==> config.mk <==
export PLATFORM = sky130hd
export DESIGN_NAME = shift_deserializer
export DESIGN_NICKNAME = d
export VERILOG_FILES = /design/src/rtl/shift_deserializer.sv
export SDC_FILE = /design/constraint.sdc
export NUM_CORES = 1
export LEC_CHECK = 0
export CORE_MARGIN = 4
export CORE_UTILIZATION = 51
export CTS_BUF_LIST = sky130_fd_sc_hd__clkbuf_8 sky130_fd_sc_hd__clkbuf_16
export DETAILED_ROUTE_END_ITERATION = 8
export HOLD_SLACK_MARGIN = 0.06
export MAX_ROUTING_LAYER = met4
export PLACE_DENSITY = 0.92
export SYNTH_ARGS = -nofsm -noshare
export SYNTH_HDL_FRONTEND = slang
export SYNTH_SLANG_ARGS = --single-unit
==> constraint.sdc <==
create_clock -name clk -period 2.5 [get_ports clk]
set_input_delay 0.5 -clock clk [delete_from_list [all_inputs] [get_ports clk]]
set_output_delay 0.5 -clock clk [all_outputs]
set_load 0.01 [all_outputs]
==> src/rtl/shift_deserializer.sv <==
// Serial-to-parallel shift register: rebuilds a WIDTH-bit word one bit per cycle, presents word + C/Z/N/P on valid/ready.
// Latency: WIDTH+1 cycles from start to out_valid with an unbroken bit stream (WIDTH+2 with SHIFT_DESER_PARITY_EN).
// Backpressure: bit_valid gaps stall collection; the word is held in HOLD until out_ready; start is ignored while busy.
module shift_deserializer #(
    parameter int WIDTH = 16
) (
    input  logic             clk,
    input  logic             rst,
    input  logic             start,
    input  logic             dir,
    input  logic [WIDTH-1:0] seed,
    input  logic             bit_valid,
    input  logic             bit_in,
    output logic             bit_ready,
    output logic             out_valid,
    input  logic             out_ready,
    output logic [WIDTH-1:0] Out,
    output logic             C,
    output logic             Z,
    output logic             N,
    output logic             P,
    output logic             busy,
    output logic             par_err
);

    localparam int CW = $clog2(WIDTH + 1);

    typedef enum logic [1:0] {
        IDLE    = 2'd0,
        COLLECT = 2'd1,
        HOLD    = 2'd2
`ifdef SHIFT_DESER_PARITY_EN
        ,
        PARITY  = 2'd3
`endif
    } state_t;

    state_t          state;
    state_t          state_nxt;
    logic [CW-1:0]   cnt;
    logic            dir_q;
    logic            take;
    logic            last_bit;
    logic            load;
    logic            shift_en;

    assign take     = bit_valid && bit_ready;
    assign last_bit = (cnt == CW'(WIDTH - 1));
    assign load     = (state == IDLE) && start;
    assign shift_en = (state == COLLECT) && take;

    always_ff @(posedge clk or posedge rst) begin
        if (rst) begin
            state <= IDLE;
        end else begin
            state <= state_nxt;
        end
    end

    always_comb begin
        state_nxt = state;
        case (state)
            IDLE: begin
                if (start) begin
                    state_nxt = COLLECT;
                end
            end
            COLLECT: begin
                if (take && last_bit) begin
`ifdef SHIFT_DESER_PARITY_EN
                    state_nxt = PARITY;
`else
                    state_nxt = HOLD;
`endif
                end
            end
`ifdef SHIFT_DESER_PARITY_EN
            PARITY: begin
                if (take) begin
                    state_nxt = HOLD;
                end
            end
`endif
            HOLD: begin
                if (out_ready) begin
                    state_nxt = IDLE;
                end
            end
            default: state_nxt = IDLE;
        endcase
    end

    always_comb begin
        bit_ready = 1'b0;
        out_valid = 1'b0;
        busy      = 1'b1;
        case (state)
            IDLE:    busy      = 1'b0;
            COLLECT: bit_ready = 1'b1;
`ifdef SHIFT_DESER_PARITY_EN
            PARITY:  bit_ready = 1'b1;
`endif
            HOLD:    out_valid = 1'b1;
            default: busy      = 1'b0;
        endcase
    end

    // Out and C keep their last word through IDLE; only start reloads them.
    always_ff @(posedge clk or posedge rst) begin
        if (rst) begin
            Out   <= '0;
            C     <= 1'b0;
            cnt   <= '0;
            dir_q <= 1'b0;
        end else if (load) begin
            Out   <= seed;
            C     <= 1'b0;
            cnt   <= '0;
            dir_q <= dir;
        end else if (shift_en) begin
            if (dir_q) begin
                {Out, C} <= {bit_in, Out};
            end else begin
                {C, Out} <= {Out, bit_in};
            end
            cnt <= cnt + CW'(1);
        end
    end

`ifdef SHIFT_DESER_PARITY_EN
    // The sender's bit makes the total ones count even, so any odd total is an error.
    always_ff @(posedge clk or posedge rst) begin
        if (rst) begin
            par_err <= 1'b0;
        end else if (load) begin
            par_err <= 1'b0;
        end else if ((state == PARITY) && take) begin
            par_err <= bit_in ^ (^Out);
        end
    end
`else
    assign par_err = 1'b0;
`endif

    assign Z = ~|Out;
    assign N = Out[WIDTH-1];
    assign P = ~^Out;

endmodule

# Word-level counts from Yosys, hierarchy flattened

Cells that the tools add are included.

Register bits: 25
Output and inout bits: 24

Muxes and demuxes: 15
Reduce and logical (&&, ||, !) cells: 11
Equality and inequality tests: 6
Add/subtract/negate cells: 1

Operator list:

| cell                  | number |
|---|---|
| $mux W16              | 3 |
| $reduce_or A16 Y1     | 1 |
| $reduce_xnor A16 Y1   | 1 |
| $mux W5               | 2 |
| $mux W1               | 6 |
| $mux W2               | 3 |
| $pmux W2 S3           | 1 |
| $add A5 B1 Y5 const B | 1 |
| $eq A5 B4 Y1 const B  | 1 |
| $logic_and A1 B1 Y1   | 4 |
| $ne A2 B2 Y1 const B  | 2 |
| $reduce_and A3 Y1     | 1 |
| $eq A2 B1 Y1 const B  | 1 |
| $eq A2 B2 Y1 const B  | 1 |
| $logic_not A2 Y1      | 1 |
| $ne A2 B1 Y1 const B  | 1 |
| $reduce_bool A2 Y1    | 1 |
| $reduce_or A2 Y1      | 1 |
| $logic_not A1 Y1      | 1 |

# Depth between registers and ports, before layout

Gate-level depths: netlist of run 1.

Depth after elaboration: 6
Depth in mapped cells: 7
Gate-level depth less buffers: 6

# Worst setup path before layout of run 1

Ideal clock, no wire load.

Kind: flip-flop to output port
Start point: reg Out[12]
End point: out P
Stages on the path, launching flop included: 6
Buffers on the path: 0
Arrival time: 1.297 ns
Path slack: 0.703 ns
Path through: dfrtp_1 inv_1 ha_1 xnor2_1 xnor2_1 xnor2_1

Word-level cells in the longest chain between the ends: 1

RTL lines:

| element                | RTL line | text |
|---|---|---|
| from (decl)            | 17       | `output logic [WIDTH-1:0] Out,` |
| from (signal assigned) | 122      | `{Out, C} <= {bit_in, Out};` |
| from (signal assigned) | 124      | `{C, Out} <= {Out, bit_in};` |
| $reduce_xnor A16 Y1    | 147      | `assign P = ~^Out;` |
| to (decl)              | 21       | `output logic P,` |

No other way between the ends.

# Worst setup path after layout of run 1

Ends and elaborated chain as after synthesis.

==> results of run 1 <==
## worst min-delay path by stage
stage | start | slack (ps) | cells after the start | to
2_1_floorplan | state[1]$_DFFE_PP0P_ | 510 | 1 | state[1]$_DFFE_PP0P_
3_3_place_gp | state[1]$_DFFE_PP0P_ | 520 | 1 | state[1]$_DFFE_PP0P_
3_5_place_dp | state[1]$_DFFE_PP0P_ | 540 | 1 | state[1]$_DFFE_PP0P_
4_1_cts | state[1]$_DFFE_PP0P_ | 560 | 1 | state[1]$_DFFE_PP0P_
5_1_grt | state[1]$_DFFE_PP0P_ | 580 | 1 | state[1]$_DFFE_PP0P_
6_report | state[1]$_DFFE_PP0P_ | 560 | 1 | state[1]$_DFFE_PP0P_
## cells in the final DEF (no fill, tap or decap), drive strengths merged, types with 3 or more instances in the layout
cell / instances
inv: 22
o21ai: 33
xnor2: 8
a211oi: 3
clkdlybuf4s50: 44
nor2: 5
o211a: 15
dfrtp: 25
clkbuf: 3
ha: 15
buf: 4
nand2: 39
## layer usage
metal,routed length [um],vias up,GRT usage (%)
li1,-,732,-
met1,1670,692,24.6
met2,1890,57,34.9
met3,271,6,2.74
met4,74,0,7.77
met5,0,-,-
## registers in the layout, indices dropped and copies added, names as in the netlist
register  flops
dir_q         1
state         2
C             1
cnt           5
Out          16
## through the flow
step | power [mW] | util (%) | area, um^2 | setup WS [ps]
after global routing | 3.40 | 70.8 | 2180 | 7.78
after CTS | 3.16 | 70.8 | 2180 | 72.2
after floorplan | 2.07 | - | 1660 | 703
after global placement | 2.88 | 69.0 | 2120 | 199
final | 3.14 | 70.8 | 2180 | 84.4
after detailed placement | 2.93 | 69.0 | 2120 | 171
## area by class of cell
cell class / instances / area [um^2]
clock buffer: 3 / 41.3
clock inverter: 1 / 7.51
fill: 251 / 898
inverter: 22 / 82.6
multi-input combinational: 135 / 888
sequential: 25 / 626
tap: 44 / 55.1
timing repair buffer: 49 / 479
## worst max-delay path, stage by stage, from the launching register on
cell           delay [ps]
dfrtp_1               400
inv_1                  70
ha_1                  350
xnor2_2               170
xnor2_1               210
xnor2_1               140
dlygate4sd2_1         290
## power by group
group          switching, mW  leakage [nW]  total [mW]  internal (mW)
Combinational           1.05         0.739        2.12           1.08
Clock                  0.138        0.0217       0.251          0.113
Sequential             0.165         0.308       0.760          0.596
Total                   1.35          1.07        3.14           1.79
## logic make-up after synthesis
family,after synthesis,synth area share [%]
AO/OA/AOI/OAI,54,21.5
XOR/XNOR,9,4.74
adder cells (fa/ha/maj),15,11.3
buffers and inverters,36,9.47
flip-flops,25,37.6
multiplexers,3,1.95
other,1,0.225
AND/OR/NAND/NOR,53,13.2
## repair_timing
| action | CTS | global route |
|---|---|---|
| hold endpoints to repair | 0 | 0 |
| gates resized for setup | 2 | 0 |
| setup endpoints to repair | 1 | 0 |
==> results.txt, run 1 <==
- Clock Latency Late Sink: 280 ps
- Total via count in the routed design: 1487
- Startpoint-to-endpoint class of the critical path: register to output port
* Peak supply drop: 0.813 mV
- Final number of hold-violating endpoints: 0
- After synthesis, the netlist uses 27 different library cells.
* Layout-stage area growth over the synthesis result: 31.0%
- Transition time of the tightest slew-check pin: 508 ps
* Clock buffers created by TritonCTS: 3
- GPL Wtd Cong: 0.800
* Ant. Diodes: 0
* Wire length of the first global-routing pass: 6.58 mm
- TritonCTS clock tree: built
* H-tree lvl count: 1
* Die Width: 65.1 um
* Maximum Capacitance Violations: 0
* Most numerous cell in the Yosys netlist: nand2_1
- Sequential cells were found to cover 37.6% of the synthesized design area.
- After floorplanning, the core was sized to cover 3080 um^2.
- For the worst setup path, the data arrival time is 1920 ps.
* Number of antenna-violating nets in the routed design: 0
* Proportion of layout cells with a drive suffix above 1: 5.11%
- Pwr Density: 1440 nW/um^2
- Number of global-route vias before repair: 1445
* DR DRC count: 0
- Clock-pin slew on the worst setup and hold paths: 90 ps
- In this run the worst hold path is classified as register to register.
- Synthesis handed over a netlist of 196 instances.
* Average detailed-routed wire length per instance: 14.0 um
* Area share of the largest cell type after synthesis: 37.6%
- The number of hold buffers added after CTS was 0.
* Async set-reset flop share out of synthesis: 100%
- Clock Tree Root: clkbuf_8
* Total routing resource utilization after global routing: 20.4%
* Overflow left after global routing: 0
- Vias per cell: 5.33
- Placement row count: 20
- Number of setup buffers added after CTS: 0
- Counting along the longest clock path gives a buffer depth of 2.
* Initial core utilization: 54.1%
- Counting flops and latches in the post-synthesis netlist gives 25.
- STA classifies the critical path startpoint as a register.
- Port buffering added 45 buffers.
- Endpoint required time on the critical path: 2000 ps
- End of the critical path: P
* Number of synthesized flops with an enable pin: 0
- In this run the worst setup path begins at Out[12]$_DFFE_PP0P_.
* Peak fanout along the critical path: 4
- Most area-consuming cells after synthesis: dfrtp_1 38%, ha_1 11%, o21ai_0 9.6%, o211a_1 9.0%, nand2_1 8.8%
- The worst register-to-register path begins at cnt[0]$_DFFE_PP0P_.
- During synthesis, Yosys emitted a total of 0 warnings.
* Final Instance Count excl. Fillers: 279
- The first detailed-routing pass took 4 iterations.
* Number of nets produced by synthesis: 234
- The worst path uses 96.6% of the clock period.
- Final worst hold slack: 562 ps
- The endpoint identified for the worst register-to-register timing path is state[0]$_DFFE_PP0P_.
- The run finished with clean final reports.
- Entering global routing, the biggest net connects 38 pins.
* Number of pins with negative max-slew slack in the final report: 0
- Adding up every negative setup slack in the final design gives 0 ps.
* Main synth FF type: dfrtp_1
- For this run, the top clock speed supported by timing is 414 MHz.
* Number of top-level pins: 47
* Post-layout minimum cycle time: 2420 ps
- Setup violations remaining at the end of the flow were counted as 0.
- Detailed placement ended at an HPWL of 2.72 mm.
- Across all register-to-register paths, the minimum setup slack is 670 ps.
* Antenna violations before repair: 0
* Placed cell count: 275
- In this run the vertical extent of the chip is 65.1 um.
- The clock arrives with 1.94 ps of skew.
- Fin nets: 274
- DRT iter0 DRCs: 82
- Wires add up to 3.90 mm.
* Sinks on Clock Net: 25
* Worst rel slew slack: 66.0%
- In this run the static leakage power is 1.07 nW.
* Type of destination of the critical path: output port
* Area enclosed by the die boundary: 4240 um^2
* Post-Syn Area per Cell: 8.49 um^2
- Sorting the synthesized cells by how often they occur yields 39 x nand2_1, 32 x o21ai_0, 25 x dfrtp_1, 22 x inv_1.
* Setup repair after global routing missed its margin: false
- R2R depth: 6
- Post-synth top area cell: dfrtp_1
- Area of the mapped netlist: 1660 um^2
Power figures use the tool's default switching activity.
==> run 2, diff against run 1 <==
Settings changed: REMOVE_ABC_BUFFERS set to 1.
==> run 2 against run 1 <==
Compared with the run above: non-clock buffer count grew 2; core utilization grew 0.12 points; register-to-register slack gained 50 ps; clock power shrank 8%; critical path depth is the same; critical path type unchanged; final cell count grew 0.72%.
==> results.txt, run 2 (synthesized netlist as in run 1, its figures left out) <==
- Longest Clk Path Bufs: 2 (unchanged)
- Placement row count: 20 (unchanged)
* Layout-stage area growth over the synthesis result: 31.2%
- Category of the worst setup path launch point: register
- Flop-to-flop setup slack: 720 ps (+50 ps)
- Hold buffers post-CTS: 0 (unchanged)
* End of the critical path: P
- Initial core utilization: 54.1% (unchanged)
- Critical-path cell with the highest stage delay: dfrtp_1
- Setup repair after global routing left no endpoint under its margin.
- The number of CTS-inserted buffers is 3 (unchanged).
* Detailed-route wire length on metal 1: 1.71 mm (+2.6%)
- Routed length on met3: 223 um (-18%)
- The initial antenna violation count came to 0 (unchanged).
- The area of the die is 4240 um^2 (unchanged).
- Clock Tree Root: clkbuf_8
* Largest registers ranked by flip-flop count: Out (16), cnt (5), state (2)
* Startpoint-to-endpoint class of the critical path: register to output port
* Fin nets: 276 (+0.73%)
- The first-pass iteration count of the detailed router is 4 (unchanged).
- Post-layout minimum cycle time: 2330 ps (-84.6 ps)
- The total routed wirelength was 3.80 mm (-2.5%).
- The total placed cells including tap cells was 274 (-0.36%).
- The number of diodes is 0 (unchanged).
* Average detailed-routed wire length per instance: 13.5 um (-3.2%)
- The number of design rule violations left after detail routing is 0 (unchanged).
- Pwr Density: 1410 nW/um^2 (-2.0%)
- Most prevalent standard cell on the critical path: xnor2_1
* Wire length of the first global-routing pass: 6.29 mm (-4.4%)
- Delay contributed by the slowest stage of the critical path: 410 ps (about the same)
- HPWL after DPL: 2.67 mm (-1.7%)
- Transition time of the tightest slew-check pin: 527 ps (+18.4 ps)
- The die boundary width was 65.1 um (unchanged).
- The via count of the first global-routing pass is 1398 (-3.3%).
- Total routing resource utilization after global routing: 19.2% (-1.2 points)
- Worst Path Arrival: 1830 ps (-90 ps)
- Die Y: 65.1 um (unchanged)
* TritonCTS clock tree: built
- The clock latency reported for the late side of the worst-skew pair came to 270 ps (about the same).
* Terminus of the critical flop-to-flop path: state[1]$_DFFE_PP0P_
- Final Instance Count excl. Fillers: 281 (+0.72%)
- Number of antenna-violating nets in the routed design: 0 (unchanged)
- The top cell types in the final layout, fill and taps aside, are 44 x clkdlybuf4s50_1, 39 x nand2_1, 32 x o21ai_0, 25 x dfrtp_1, 23 x inv_1.
- The max-capacitance violation count came to 0 (unchanged).
* Leakage: 1.08 nW (+0.87%)
* Run status: finished, final reports clean
* Top routing layer used: met4
- Metal2 WL: 1.80 mm (-4.3%)
* Highest attainable clock frequency: 429 MHz (+3.6%)
- The design area is 2180 um^2 (+0.17%).
* Crit path depth: 6 (unchanged)
- Vias per cell: 5.25 (-1.5%)
- The share of the clock period used by the worst path after layout was 93.2% (-3.4 points).
- The pin count of the biggest net entering global routing is 38 (unchanged).
- Proportion of layout cells with a drive suffix above 1: 5.06% (-0.043 points)
- Ranked by flip-flop count, first place goes to Out.
- The final number of max-transition violations was 0 (unchanged).
- The worst reg2reg path depth is 6 (unchanged).
* GPL Wtd Cong: 0.799 (-0.10%)
* Clock-pin slew on the worst setup and hold paths: 80 ps (about the same)
* Cell Area, Placed: 2120 um^2 (-0.35%)
- The min-delay analysis places its worst path in the category register to register.
* Number of top-level pins: 47 (unchanged)
* Final number of hold-violating endpoints: 0 (unchanged)
- Number of buffer and inverter stages on the critical path: 2 (unchanged)
* Endpoint required time on the critical path: 2000 ps (about the same)
- The library cell used most frequently in the layout, excluding fill and tap cells, is clkdlybuf4s50_1.
- Sum Neg Setup Slack: 0 ps (unchanged)
- The highest ir drop seen on vdd came to 0.812 mV (-0.12%).
- The clock tree skew after final layout came to 2.78 ps (+0.840 ps).
* Gate family responsible for the most delay along the worst path: XOR/XNOR gates
* Number of input and output port buffers inserted: 45 (unchanged)
- The iteration-0 DRC count of the detailed router came to 100 (+22%).
* Number of flip-flops under the largest register name: 16 (unchanged)
- The remaining max-slew budget at the tightest pin is 64.8% (-1.2 points).
- The critical path goes through inv_1, ha_1, xnor2_1, xnor2_1, xnor2_1, dlygate4sd2_1.
* End-of-flow core utilization: 70.9% (+0.12 points)
- H-tree lvl count: 1 (unchanged)
- Type of destination of the critical path: output port
- Sinks on Clock Net: 25 (unchanged)
- Overflow left after global routing: 0 (unchanged)
* Peak fanout along the critical path: 4 (unchanged)
* Final setup violation count: 0 (unchanged)
- Worst Setup SP: Out[9]$_DFFE_PP0P_
* Final worst hold slack: 558 ps (-4.10 ps)
* Total via count in the routed design: 1475 (-0.81%)
- Source of the worst register-to-register timing path: cnt[0]$_DFFE_PP0P_
- The core area was 3080 um^2 (unchanged).
run 2: metrics by stage:
step	worst slack (ps)	power [mW]
final	169	3.08
after global routing	47.1	3.33
after CTS	155	3.11
after detailed placement	177	2.92
after global placement	176	2.87
after floorplan	652	2.00
run 2: tightest hold or removal path, stage by stage (launching register included):
cell     delay [ps]
dfrtp_1         400
nand2_1          70
a21oi_1          60
run 2: timing repair:
item | in CTS | in global routing
gates resized for setup | 1 | 0
setup buffers | 3 | 0
setup endpoints to repair | 1 | 0
run 2: cell type report:
cell class / count / area (um^2)
Inverter: 22 / 82.6
Multi-Input combinational cell: 135 / 881
Fill cell: 241 / 895
Tap cell: 44 / 55.1
Sequential cell: 25 / 626
Timing Repair Buffer: 51 / 494
Clock inverter: 1 / 3.75
Clock buffer: 3 / 41.3
run 2: worst min-delay path by stage:
stage | slack [ps] | end | startpoint | cells after the start
after floorplan | 510 | state[1]$_DFFE_PP0P_ | state[1]$_DFFE_PP0P_ | 1
after global placement | 520 | state[1]$_DFFE_PP0P_ | state[1]$_DFFE_PP0P_ | 1
after detailed placement | 540 | state[1]$_DFFE_PP0P_ | state[1]$_DFFE_PP0P_ | 1
after CTS | 560 | cnt[1]$_DFFE_PP0P_ | cnt[1]$_DFFE_PP0P_ | 2
after global routing | 570 | state[1]$_DFFE_PP0P_ | state[1]$_DFFE_PP0P_ | 1
final | 560 | cnt[1]$_DFFE_PP0P_ | cnt[1]$_DFFE_PP0P_ | 2
run 2: power breakdown:
group	total, mW	internal (mW)	switching (mW)
clock network	0.232	0.110	0.122
logic	2.09	1.07	1.02
registers	0.756	0.596	0.160
run 2: metal layers:
metal / vias up / GRT usage (%)
met2: 54 / 32.3
met4: 0 / 5.96
li1: 731 / -
met5: - / -
met1: 683 / 23.6
met3: 7 / 3.42
==> run 3, diff against run 2 <==
Settings changed: CAP_MARGIN set to 20, PLACE_DENSITY 0.92 to not set, PLACE_DENSITY_LB_ADDON set to 0.12.
==> run 3 against run 2 <==
Compared with the run above: hold slack worse by 4.4 ps; wire length is 2.9% lower; first-iteration DRC count fell by 52%; sequential power rose by 6.2%; setup slack got worse by 8.6 ps; critical endpoint unchanged.
==> results.txt, run 3 (synthesized netlist as in run 1, its figures left out) <==
* Metal2 WL: 1.88 mm (+4.4%)
- Highest attainable clock frequency: 427 MHz (-0.37%)
- Number of antenna-violating nets in the routed design: 0 (unchanged)
* Top register by number of flip-flops: Out
- Core area: 3080 um^2 (unchanged)
- Setup repair after global routing left no endpoint under its margin.
- Post-layout minimum cycle time: 2340 ps (+8.64 ps)
- TritonCTS clock tree: built
* Peak fanout along the critical path: 4 (unchanged)
- Class of the most critical hold timing path: register to register
- Total via count in the routed design: 1435 (-2.7%)
- The highest ir drop seen on vdd came to 1.78 mV (+120%).
* Number of setup buffers added after CTS: 0 (-3)
* Overflow left after global routing: 0 (unchanged)
- Leakage: 1.06 nW (-1.5%)
- The number of flip-flops under the largest register name was 16 (unchanged).
* Final routed wirelength across all metal layers: 3.69 mm (-2.9%)
* PostCTS Resize Cnt: 1 (unchanged)
- Layout filler cell count: 269 (+12%)
* Number of pins with negative max-slew slack in the final report: 0 (unchanged)
- The required time of the critical path came to 2000 ps (about the same).
- The global-route total usage across every layer came to 19.6% (+0.42 points).
- The number of diodes came to 0 (unchanged).
- Layout-stage area growth over the synthesis result: 29.9%
- Vias per cell: 5.16 (-1.7%)
- Clock-pin slew on the worst setup and hold paths: 90 ps (about the same)
- GPL Wtd Cong: 0.816 (+2.1%)
- Proportion of layout cells with a drive suffix above 1: 4.27% (-0.79 points)
- Fin Clk Skew: 5.06 ps (+2.28 ps)
- Top routing layer used: met4
- Transition time of the tightest slew-check pin: 567 ps (+40.3 ps)
- The row count is 20 (unchanged).
- The critical path is of the register to output port type.
- Pin count of the biggest net entering global routing: 38 (unchanged)
- Sinks on Clock Net: 25 (unchanged)
* Run status: finished, final reports clean
- Cell Chain, Critical Path: inv_1, ha_1, xnor2_1, xnor2_1, xnor2_1, dlygate4sd2_1
* Worst Path Arrival: 1840 ps (about the same)
- The deepest level of the CTS H-tree was 1 (unchanged).
- Category of the worst setup path launch point: register
- The final standard cell utilization of the core is 70.2% (-0.69 points).
- Number of input and output port buffers inserted: 45 (unchanged)
- The number of design rule violations left after detail routing is 0 (unchanged).
* Die Width: 65.1 um (unchanged)
* DRT iter0 DRCs: 48 (-52%)
* Wire length of the first global-routing pass: 6.47 mm (+2.7%)
- The cts-stage hold buffer count came to 0 (unchanged).
- The remaining max-slew budget at the tightest pin was 62.2% (-2.6 points).
- Number of top-level pins: 47 (unchanged)
- Part of the cycle the worst path needs: 93.6% (+0.35 points)
- The placed wire-length estimate is 2.71 mm (+1.6%).
* Largest registers ranked by flip-flop count: Out (16), cnt (5), state (2)
- Leaving out fill and tap cells, the most frequent cell in the layout is clkdlybuf4s50_1.
* Number of global-route vias before repair: 1457 (+4.2%)
* Critical-path cell with the highest stage delay: dfrtp_1
- The first-pass iteration count of the detailed router is 4 (unchanged).
- The final number of setup-violating endpoints was 0 (unchanged).
* Most frequent cells in the layout: 44 x clkdlybuf4s50_1, 39 x nand2_1, 32 x o21ai_0, 25 x dfrtp_1, 22 x inv_1
- The power per unit of standard cell area is 1400 nW/um^2 (-0.52%).
- Among the stages of the critical path, the cell type that occurs most often is xnor2_1.
- Longest Clk Path Bufs: 2 (unchanged)
* Clock Tree Root: clkbuf_8
* Clock buffers created by TritonCTS: 3 (unchanged)
- The max-capacitance violation count is 0 (unchanged).
- The average detailed-routed wire length per instance is 13.3 um (-1.8%).
- Detailed-route wire length on metal 1: 1.61 mm (-5.8%)
* Delay contributed by the slowest stage of the critical path: 410 ps (about the same)
- The number of failing hold endpoints at the final stage is 0 (unchanged).
* Antenna violations before repair: 0 (unchanged)
* Area enclosed by the die boundary: 4240 um^2 (unchanged)
- The total length of routed met3 wires was 157 um (-30%).
- Fin nets: 273 (-1.1%)
- The sum of negative setup slack is 0 ps (unchanged).
- Die Y: 65.1 um (unchanged)
- The initial cell density of the core was 54.1% (unchanged).
- The clock latency reported for the late side of the worst-skew pair came to 270 ps (about the same).
- Type of destination of the critical path: output port
## run 3: changes by cell type in the layout (fill, tap and decap cells not counted)
cell,before,now
inv_1,23,22
clkinv_2,0,1
buf_4,6,3
## run 3: final timing paths
path | depth (start not counted) | start | to | slack [ps]
max in group asynchronous | 3 | rst | Out[5]$_DFFE_PP0P_ | 1680
hold reg to reg | 2 | cnt[1]$_DFFE_PP0P_ | cnt[1]$_DFFE_PP0P_ | 550
min in group asynchronous | 3 | rst | C$_DFFE_PP0P_ | 570
setup / recovery | 6 | Out[0]$_DFFE_PP0P_ | P | 160
hold / removal | 2 | cnt[1]$_DFFE_PP0P_ | cnt[1]$_DFFE_PP0P_ | 550
setup reg to reg | 6 | cnt[0]$_DFFE_PP0P_ | state[1]$_DFFE_PP0P_ | 670
## run 3: area by class of cell
cell class              instances  area [um^2]  area share [%]
multi-input cells             135          881            40.7
flip-flops and latches         25          626            28.9
repair buffers                 48          472            21.8
inverters                      22         82.6            3.82
well taps                      44         55.1            2.55
clock buffers                   3         41.3            1.91
clock inverters                 1         5.00           0.231
## run 3: metrics by stage
step                std cells  worst slack [ps]  hold WS (ps)  power [mW]  area (um^2)
finish                    278               160           553        3.03         2160
global route              278              27.4           578        3.33         2160
CTS                       278               139           556        3.07         2160
detailed placement        274               189           536        2.90         2120
global placement          274               175           516        2.88         2120
floorplan                 182               652           508        2.00         1590
## run 3: layer usage
metal / vias up / GRT usage [%]
met4: 0 / 4.66
li1: 729 / -
met1: 671 / 23.4
met2: 30 / 35.2
met5: - / -
met3: 5 / 2.56
## run 3: critical path, delay by kind of cell, from the launching register on
kind	cells	cell delay, ps
flops	1	410
xor+xnor	3	490
buf+inv	2	360
fa+ha+maj	1	310
## run 3: power by group
part	internal (mW)	leakage [nW]	switching, mW
clock network	0.112	0.0255	0.128
registers	0.595	0.308	0.207
logic	1.04	0.729	0.952
total	1.75	1.06	1.29
